--- config.mk ---
export PLATFORM = sky130hd
export DESIGN_NAME = par_chk_rx
export DESIGN_NICKNAME = d
export VERILOG_FILES = /design/src/rtl/par_chk_rx.sv
export SDC_FILE = /design/constraint.sdc
export NUM_CORES = 1
export LEC_CHECK = 0
export CAP_MARGIN = 20
export CELL_PAD_IN_SITES_DETAIL_PLACEMENT = 0
export CELL_PAD_IN_SITES_GLOBAL_PLACEMENT = 2
export CORE_UTILIZATION = 39
export DETAILED_ROUTE_END_ITERATION = 10
export DONT_BUFFER_PORTS = 1
export PLACE_DENSITY_LB_ADDON = 0.1
export SLEW_MARGIN = 20
export SYNTH_ARGS = -nofsm -noshare
export SYNTH_HDL_FRONTEND = slang
export SYNTH_SLANG_ARGS = --single-unit
--- constraint.sdc ---
create_clock -name CLK -period 2.71 [get_ports CLK]
set_input_delay 0.1355 -clock CLK [delete_from_list [all_inputs] [get_ports CLK]]
set_output_delay 0.1355 -clock CLK [all_outputs]
set_load 0.02 [all_outputs]
--- src/rtl/par_chk_rx.sv ---
// par_chk_rx: UART RX deserializer with parity check and saturating error count; `define PAR_CHK_STICKY_EN adds PAR_ERR_STKY.
module par_chk_rx #(
    parameter int WIDTH_DATA = 8,
    parameter int CNT_WIDTH  = 8
) (
    input  logic                  CLK,
    input  logic                  RST,
    input  logic                  FRAME_START,
    input  logic                  BIT_STRB,
    input  logic                  SAMPLED_BIT,
    input  logic                  PAR_EN,
    input  logic                  PAR_TYP,
    input  logic                  ERR_CLR,
    output logic [WIDTH_DATA-1:0] P_DATA,
    output logic                  DATA_VALID,
    output logic                  PAR_ERR,
`ifdef PAR_CHK_STICKY_EN
    output logic                  PAR_ERR_STKY,
`endif
    output logic [CNT_WIDTH-1:0]  ERR_CNT
);
    localparam logic [1:0] IDLE = 2'd0, DATA = 2'd1, PAR = 2'd2, CHK = 2'd3;
    localparam int CW = $clog2(WIDTH_DATA + 1);
    localparam logic [CW-1:0] LAST = CW'(WIDTH_DATA - 1);
    logic [1:0] state;
    logic [WIDTH_DATA-1:0] shreg;
    logic [CW-1:0] bit_cnt;
    logic par_en_q, par_typ_q, par_bit_q;
    logic exp_par, bad, in_chk, err_set, ok_set;
    // A FRAME_START landing in CHK aborts the frame, so neither pulse may fire.
    always_comb begin
        in_chk  = (state == CHK) && !FRAME_START;
        exp_par = par_typ_q ? ^shreg : ~^shreg;
        bad     = par_en_q && (exp_par != par_bit_q);
        err_set = in_chk && bad;
        ok_set  = in_chk && !bad;
    end
    always_ff @(posedge CLK or negedge RST) begin
        if (!RST) begin
            state      <= IDLE;
            shreg      <= '0;
            bit_cnt    <= '0;
            par_en_q   <= 1'b0;
            par_typ_q  <= 1'b0;
            par_bit_q  <= 1'b0;
            P_DATA     <= '0;
            DATA_VALID <= 1'b0;
            PAR_ERR    <= 1'b0;
            ERR_CNT    <= '0;
        end else begin
            DATA_VALID <= ok_set;
            PAR_ERR    <= err_set;
            if (ok_set)
                P_DATA <= shreg;
            ERR_CNT <= ERR_CLR ? '0 : (err_set && !(&ERR_CNT)) ? ERR_CNT + CNT_WIDTH'(1) : ERR_CNT;
            if (FRAME_START) begin
                state     <= DATA;
                shreg     <= '0;
                bit_cnt   <= '0;
                par_en_q  <= PAR_EN;
                par_typ_q <= PAR_TYP;
                par_bit_q <= 1'b0;
            end else begin
                case (state)
                    DATA: if (BIT_STRB) begin
                        shreg   <= {SAMPLED_BIT, shreg[WIDTH_DATA-1:1]};
                        bit_cnt <= bit_cnt + CW'(1);
                        if (bit_cnt == LAST)
                            state <= par_en_q ? PAR : CHK;
                    end
                    PAR: if (BIT_STRB) begin
                        par_bit_q <= SAMPLED_BIT;
                        state     <= CHK;
                    end
                    CHK:     state <= IDLE;
                    default: state <= IDLE;
                endcase
            end
        end
    end
`ifdef PAR_CHK_STICKY_EN
    always_ff @(posedge CLK or negedge RST) begin
        if (!RST)
            PAR_ERR_STKY <= 1'b0;
        else
            PAR_ERR_STKY <= ERR_CLR ? 1'b0 : (err_set ? 1'b1 : PAR_ERR_STKY);
    end
`endif
endmodule

==> reports/metrics.csv, run 1 <==
metric;value;unit
ys_types;34;
vias_per_cell;5.477;
yosys_warnings;0;
postLayoutCellArea;0.001932;mm^2
synth_most_common_cell;dfrtp_1;
gr-total-overflow;0;
io_pins;26;
nets;184;
cts_root_buf;clkbuf_8;
rsz0062_at_grt;no;
stdcell_count;222;
min_from;BIT_STRB;
dieArea;0.004565;mm^2
relSlewSlack;47.81;%
fmax;438.0;MHz
startpoint_type;flip-flop;
synth_flop_cell;dfrtp_1;
wl_met3;206;um
async_flop_share;100.0;%
tritoncts;done;
reg2reg_to;P_DATA[0];
endpoint_kind;flip-flop;
hold_viol_final;0;
fin_setup_tns;0;ns
synth_common_cells;dfrtp_1 (35), nand2_1 (29), a21oi_1 (16);
post_cts_resized;0;
critical_path_class;flip-flop to flip-flop;
timing.hold.ws;0.02885;ns
fin_util;47.61;%
setup_slack;0.4271;ns
port_buffers;0;
cts_hold_buffers;8;
cts-buffers-inserted;5;
dr_total_vias;1216;
maxCapViolations;0;
area_growth;15.22;%
ys_ff_latch;35;
drc;0;
die_y;67.57;um
cp.arrival;2.46;ns
regArea;875.8;um^2
holdCritPathClass;input pin to flip-flop;
r2r_start;shreg[5];
ff2ff_path_depth;5;
h-tree-depth;2;
slowest_delay;0.51;ns
cts_setup_buffers;0;
first_pass_iters;4;
post-place-ws;0.4289;ns
ys_seq_area_share;52.24;%
antenna_left;0;
yosysTopAreaCell;dfrtp_1;
cp-endpoint;P_DATA[0];
multi_input_area;755.7;um^2
syn-instance-count;162;
total_power;1.455;mW
netlist_area;0.001677;mm^2
dp_cells;206;
required;2.89;ns
grt_pass1_wl;5.809;mm
clock_path_buffers;2;
finalMaxSlewViolations;0;
r2r_setup_slack;0.43;ns
post-dp-hpwl;2.301;mm
grt_pass1_vias;1260;
place_area;0.001709;mm^2
avgSynthCellArea;10.35;um^2
dr_wl_met2;1.549;mm
slowest_stage;a21boi_2;
numClockSinks;35;
wl_per_cell;15.28;um
critPathLaunch;shreg[5];
start_util;41.32;%
yosysTopAreaCellShare;52.24;%
fillerInstances;378;
grt_max_degree;36;
coreArea;0.004058;mm^2
clock_latency;0.29;ns
die_w;67.57;um
drt-met1-wl;1.574;mm
ir_drop;0.0002941;V
outcome;complete, no violations;
powerDensity;753.0;mW/mm^2
clk_pin_slew;0.07;ns
dr.first_iter.drc_count;67;
p_leak;0.8302;nW
setup_viol_count_final;0;
worstMarginPinSlew;0.7802;ns
skew;0.006651;ns
mappedNetlistNets;175;
synthTopCellsByArea;dfrtp_1 (52%), nand2_1 (6.5%), mux2_2 (6.0%), a21oi_1 (4.8%), ha_1 (3.7%);
diodes;0;
antenna_found_initial;0;
layout_min_cycle_time;2.283;ns
rows;23;
cp_cell_sequence;xor2_1 > xnor3_1 > xnor2_1 > a21boi_2 > mux2_2;
place.gp.congestion;0.7178;
crit_fanout;9;
drt_wl_total;3.393;mm
drive_gt1_share;11.05;%
top_layer_used;met4;
grtUsageTotal;17.64;%
fin_crit_sh;84.24;%
synth_edf_count;0;
layout by cell type (no fill, tap or decap), types with 3 or more instances in the layout:
cell / n
or4_1: 3
o31ai_1: 3
nand3_1: 5
a21oi_1: 16
nor2_1: 7
ha_1: 5
o21ai_0: 5
dlygate4sd3_1: 7
clkbuf_8: 5
mux2_2: 9
inv_1: 4
dfrtp_1: 35
xor2_1: 4
nand2_1: 29
xnor2_1: 7
kinds of logic (layout without fill, tap and decap cells):
| logic type | Yosys count | in the layout | synth area share [%] |
|---|---|---|---|
| adders and majority gates | 5 | 5 | 3.731 |
| buffers and inverters | 10 | 20 | 2.686 |
| xor gates and xnor gates | 12 | 12 | 7.089 |
| and+or+nand+nor | 58 | 58 | 16.27 |
| AOI/OAI and AO/OA | 33 | 33 | 11.94 |
| muxes | 9 | 9 | 6.045 |
| DFF | 35 | 35 | 52.24 |
where the power goes:
group	switching, mW	internal [mW]
registers	0.0522	0.564
logic	0.175	0.103
clock network	0.192	0.368
worst max-delay path: cells and delay by family (launching register included):
kind	cells	cell delay (ns)
xor+xnor	3	0.85
compound gates	1	0.51
mux	1	0.40
flops	1	0.42
worst min-delay path by stage:
| stage | endpoint | slack [ns] | cells past startpoint |
|---|---|---|---|
| detailed placement | ERR_CNT[3] | -0.16 | 0 |
| floorplan | DATA_VALID | -0.16 | 0 |
| global route | par_bit_q | 0.02 | 3 |
| CTS | par_bit_q | 0.02 | 3 |
| global placement | ERR_CNT[3] | -0.16 | 0 |
| finish | par_bit_q | 0.03 | 3 |
cell type report:
type,instances,area share [%]
Clock buffer,6,3.756
Clock inverter,2,3.109
Inverter,4,0.7772
Multi-Input combinational cell,117,39.12
Sequential cell,35,45.34
Tap cell,50,3.238
Timing Repair Buffer,8,4.663
sequential cells by signal, summed over array words and instances (netlist names), 2 cells and up:
signal	count
ERR_CNT	8
state	2
P_DATA	8
bit_cnt	4
shreg	8
per-layer routing:
layer / track usage, % / vias to the layer above
met5: 0 / -
met4: 7.181 / 0
met3: 6.926 / 7
met2: 27.97 / 30
met1: 21.16 / 595
li1: - / 584
No activity file was read; power rests on OpenSTA's default activity.
==> run 2, diff against run 1 <==
--- a/config.mk
+++ b/config.mk
@@ -5,10 +5,11 @@
 export SDC_FILE = /design/constraint.sdc
 export NUM_CORES = 1
 export LEC_CHECK = 0
+export ABC_AREA = 1
 export CAP_MARGIN = 20
 export CELL_PAD_IN_SITES_DETAIL_PLACEMENT = 0
 export CELL_PAD_IN_SITES_GLOBAL_PLACEMENT = 2
-export CORE_UTILIZATION = 39
+export CORE_UTILIZATION = 37
 export DETAILED_ROUTE_END_ITERATION = 10
 export DONT_BUFFER_PORTS = 1
 export PLACE_DENSITY_LB_ADDON = 0.1
==> constraint.sdc (replaced) <==
create_clock -name CLK -period 2.16 [get_ports CLK]
set_input_delay 0.108 -clock CLK [delete_from_list [all_inputs] [get_ports CLK]]
set_output_delay 0.108 -clock CLK [all_outputs]
set_load 0.02 [all_outputs]
==> run 2 against run 1 <==
  * Largest cell class unchanged
  * Worst hold slack worse by 0.0069 ns
  * Sequential power up 41%
  * Largest power group unchanged
  * Total power up 41%
  * Clock-buffer cell count down 1
==> reports/metrics.csv, run 2 <==
metric;value;unit;change
clock_path_buffers;2;;unchanged
hold_viol_final;0;;unchanged
synth_edf_count;0;;unchanged
yosysTopAreaCell;dfrtp_1;;
netlist_area;0.001869;mm^2;+11%
required;2.34;ns;-0.55 ns
relSlewSlack;76.40;%;+29 points
clock_latency;0.29;ns;about the same
grt_max_degree;36;;unchanged
wl_met3;194;um;-5.8%
endpoint_kind;flip-flop;;
numClockSinks;35;;unchanged
worstMarginPinSlew;0.3527;ns;-0.4274 ns
fin_setup_tns;0;ns;unchanged
die_y;73.08;um;+8.2%
mappedNetlistNets;236;;+35%
antenna_left;0;;unchanged
rows;25;;+8.7%
top_layer_used;met4;;
ys_seq_area_share;46.85;%;-5.4 points
io_pins;26;;unchanged
min_from;FRAME_START;;
place.gp.congestion;0.7762;;+8.1%
cts-buffers-inserted;5;;unchanged
r2r_start;ERR_CNT[0];;
fmax;556.5;MHz;+27%
synthTopCellsByArea;dfrtp_1 (47%), nand2_1 (10%), nand3_1 (5.4%), nand2_2 (4.4%), inv_1 (4.0%);;
top_regs;ERR_CNT: 8 flops, P_DATA: 8 flops, shreg: 8 flops;;
diodes;0;;unchanged
startpoint_type;flip-flop;;
powerDensity;956.1;mW/mm^2;+27%
ir_drop;0.0003733;V;+27%
synth_common_cells;nand2_1 (52), dfrtp_1 (35), inv_1 (20), nand3_1 (20);;
place_area;0.001938;mm^2;+13%
dr_wl_met2;1.980;mm;+28%
tritoncts;done;;
gr-total-overflow;0;;unchanged
synth_flop_cell;dfrtp_1;;
async_flop_share;100.0;%;unchanged
syn-instance-count;223;;+38%
rsz0062_at_grt;no;;
dr.first_iter.drc_count;62;;-7.5%
post_cts_resized;0;;unchanged
synthAdderAreaFrac;3.347;%;-0.38 points
critPathLaunch;ERR_CNT[0];;
holdCritPathClass;input pin to flip-flop;;
fin_util;44.81;%;-2.8 points
port_buffers;0;;unchanged
setup_viol_count_final;0;;unchanged
maxCapViolations;0;;unchanged
cts_root_buf;clkbuf_8;;
synth_most_common_cell;nand2_1;;
cp.arrival;1.98;ns;-0.48 ns
fillerInstances;504;;+33%
finalMaxSlewViolations;0;;unchanged
crit_fanout;9;;unchanged
critical_path_class;flip-flop to flip-flop;;
synth_simple_gate_area_share;29.05;%;+13 points
postLayoutCellArea;0.002145;mm^2;+11%
avgSynthCellArea;8.382;um^2;-19%
vias_per_cell;4.957;;-9.5%
dieArea;0.005341;mm^2;+17%
outcome;complete, no violations;;
r2r_setup_slack;0.36;ns;-0.06 ns
drt_wl_total;3.906;mm;+15%
dr_total_vias;1492;;+23%
yosys_warnings;0;;unchanged
antenna_found_initial;0;;unchanged
clk_pin_slew;0.07;ns;about the same
skew;0.006174;ns;-0.0004774 ns
first_pass_iters;4;;unchanged
p_leak;1.038;nW;+25%
yosysTopAreaCellShare;46.85;%;-5.4 points
synth-compound-area-share;11.18;%;-0.76 points
drc;0;;unchanged
grt_pass1_vias;1419;;+13%
total_power;2.051;mW;+41%
h-tree-depth;2;;unchanged
wl_per_cell;12.98;um;-15%
nets;246;;+34%
start_util;39.06;%;-2.3 points
fin_crit_sh;83.20;%;-1.0 points
grtUsageTotal;16.59;%;-1.0 points
drt-met1-wl;1.669;mm;+6.0%
ys_ff_latch;35;;unchanged
yosys.area_share.xor_xnor;2.343;%;-4.7 points
synth_top_family_by_area;simple AND/OR/NAND/NOR gates;;
grt_pass1_wl;6.651;mm;+14%
drive_gt1_share;20.09;%;+9.0 points
synth_mux_area_share;0;%;-6.0 points
layout_min_cycle_time;1.797;ns;-0.4858 ns
area_growth;14.73;%;
final_common_cell;nand2_1;;
coreArea;0.004786;mm^2;+18%
layout.cells.most_common_list;nand2_1 (52), dfrtp_1 (35), inv_1 (20), nand3_1 (20);;
die_w;73.08;um;+8.2%
ys_types;27;;-21%
timing.hold.ws;0.02191;ns;-0.006944 ns
post-dp-hpwl;2.733;mm;+19%
run 2: cell count changes after synthesis, sizes merged, moves of 3 or more:
cell and change:
nand2 +40, buf -3, nand3 +16, inv +24, or4 -3, mux2 -9, a21oi -10, o21ai +17
nor2 +8, xnor2 -5, o31ai -3
run 2: final timing paths:
kind                            cells after the start          to
max in group asynchronous                           2  ERR_CNT[0]
worst max-delay path                                8  ERR_CNT[7]
min in group asynchronous                           2   P_DATA[6]
worst min-delay path                                3   par_bit_q
worst max register to register                      8  ERR_CNT[7]
worst min register to register                      2  bit_cnt[3]
run 2: where the power goes:
| group | leakage (nW) | switching [mW] | internal (mW) | total, mW |
|---|---|---|---|---|
| clock | 0.0644 | 0.258 | 0.460 | 0.718 |
| sequential | 0.474 | 0.132 | 0.740 | 0.872 |
| combinational | 0.499 | 0.299 | 0.161 | 0.460 |
run 2: area by class of cell:
| cell class | instances | area (um^2) | area share (%) |
|---|---|---|---|
| flip-flops and latches | 35 | 875.8 | 40.84 |
| multi-input cells | 154 | 858.3 | 40.02 |
| inverters | 30 | 112.6 | 5.251 |
| well taps | 67 | 83.83 | 3.909 |
| repair buffers | 7 | 77.57 | 3.617 |
| clock buffers | 5 | 68.82 | 3.209 |
| clock inverters | 3 | 67.56 | 3.151 |
run 2: critical path: stages (launching register included):
cell	delay (ns)
dfrtp_1	0.54
ha_1	0.25
nand4_1	0.12
nor2_1	0.19
nand3_1	0.14
nand4_4	0.19
nand2_4	0.13
nand2_2	0.08
nand2_1	0.04
run 2: metrics by stage:
stage,setup WS [ns],std cells
floorplan,0.5612,223
global route,0.2119,301
detailed placement,0.3567,287
CTS,0.3446,301
finish,0.3629,301
global placement,0.4098,287
run 2: kinds of logic after synthesis:
family | Yosys count
AND/OR/NAND/NOR | 111
flip-flops | 35
buffers and inverters | 34
AO/OA/AOI/OAI | 33
XOR/XNOR | 5
adder cells (fa/ha/maj) | 5
run 2: repair_timing:
item,CTS,global route
setup endpoints to repair,0,0
endpoints found under the hold margin,49,0
setup buffers,0,0
hold buffers,6,0
run 2: per-layer routing:
layer  track usage (%)  vias up
met5                 0        -
met4             7.625        0
met3             4.282        8
met2             28.50       33
met1             19.29      720
li1                  -      731
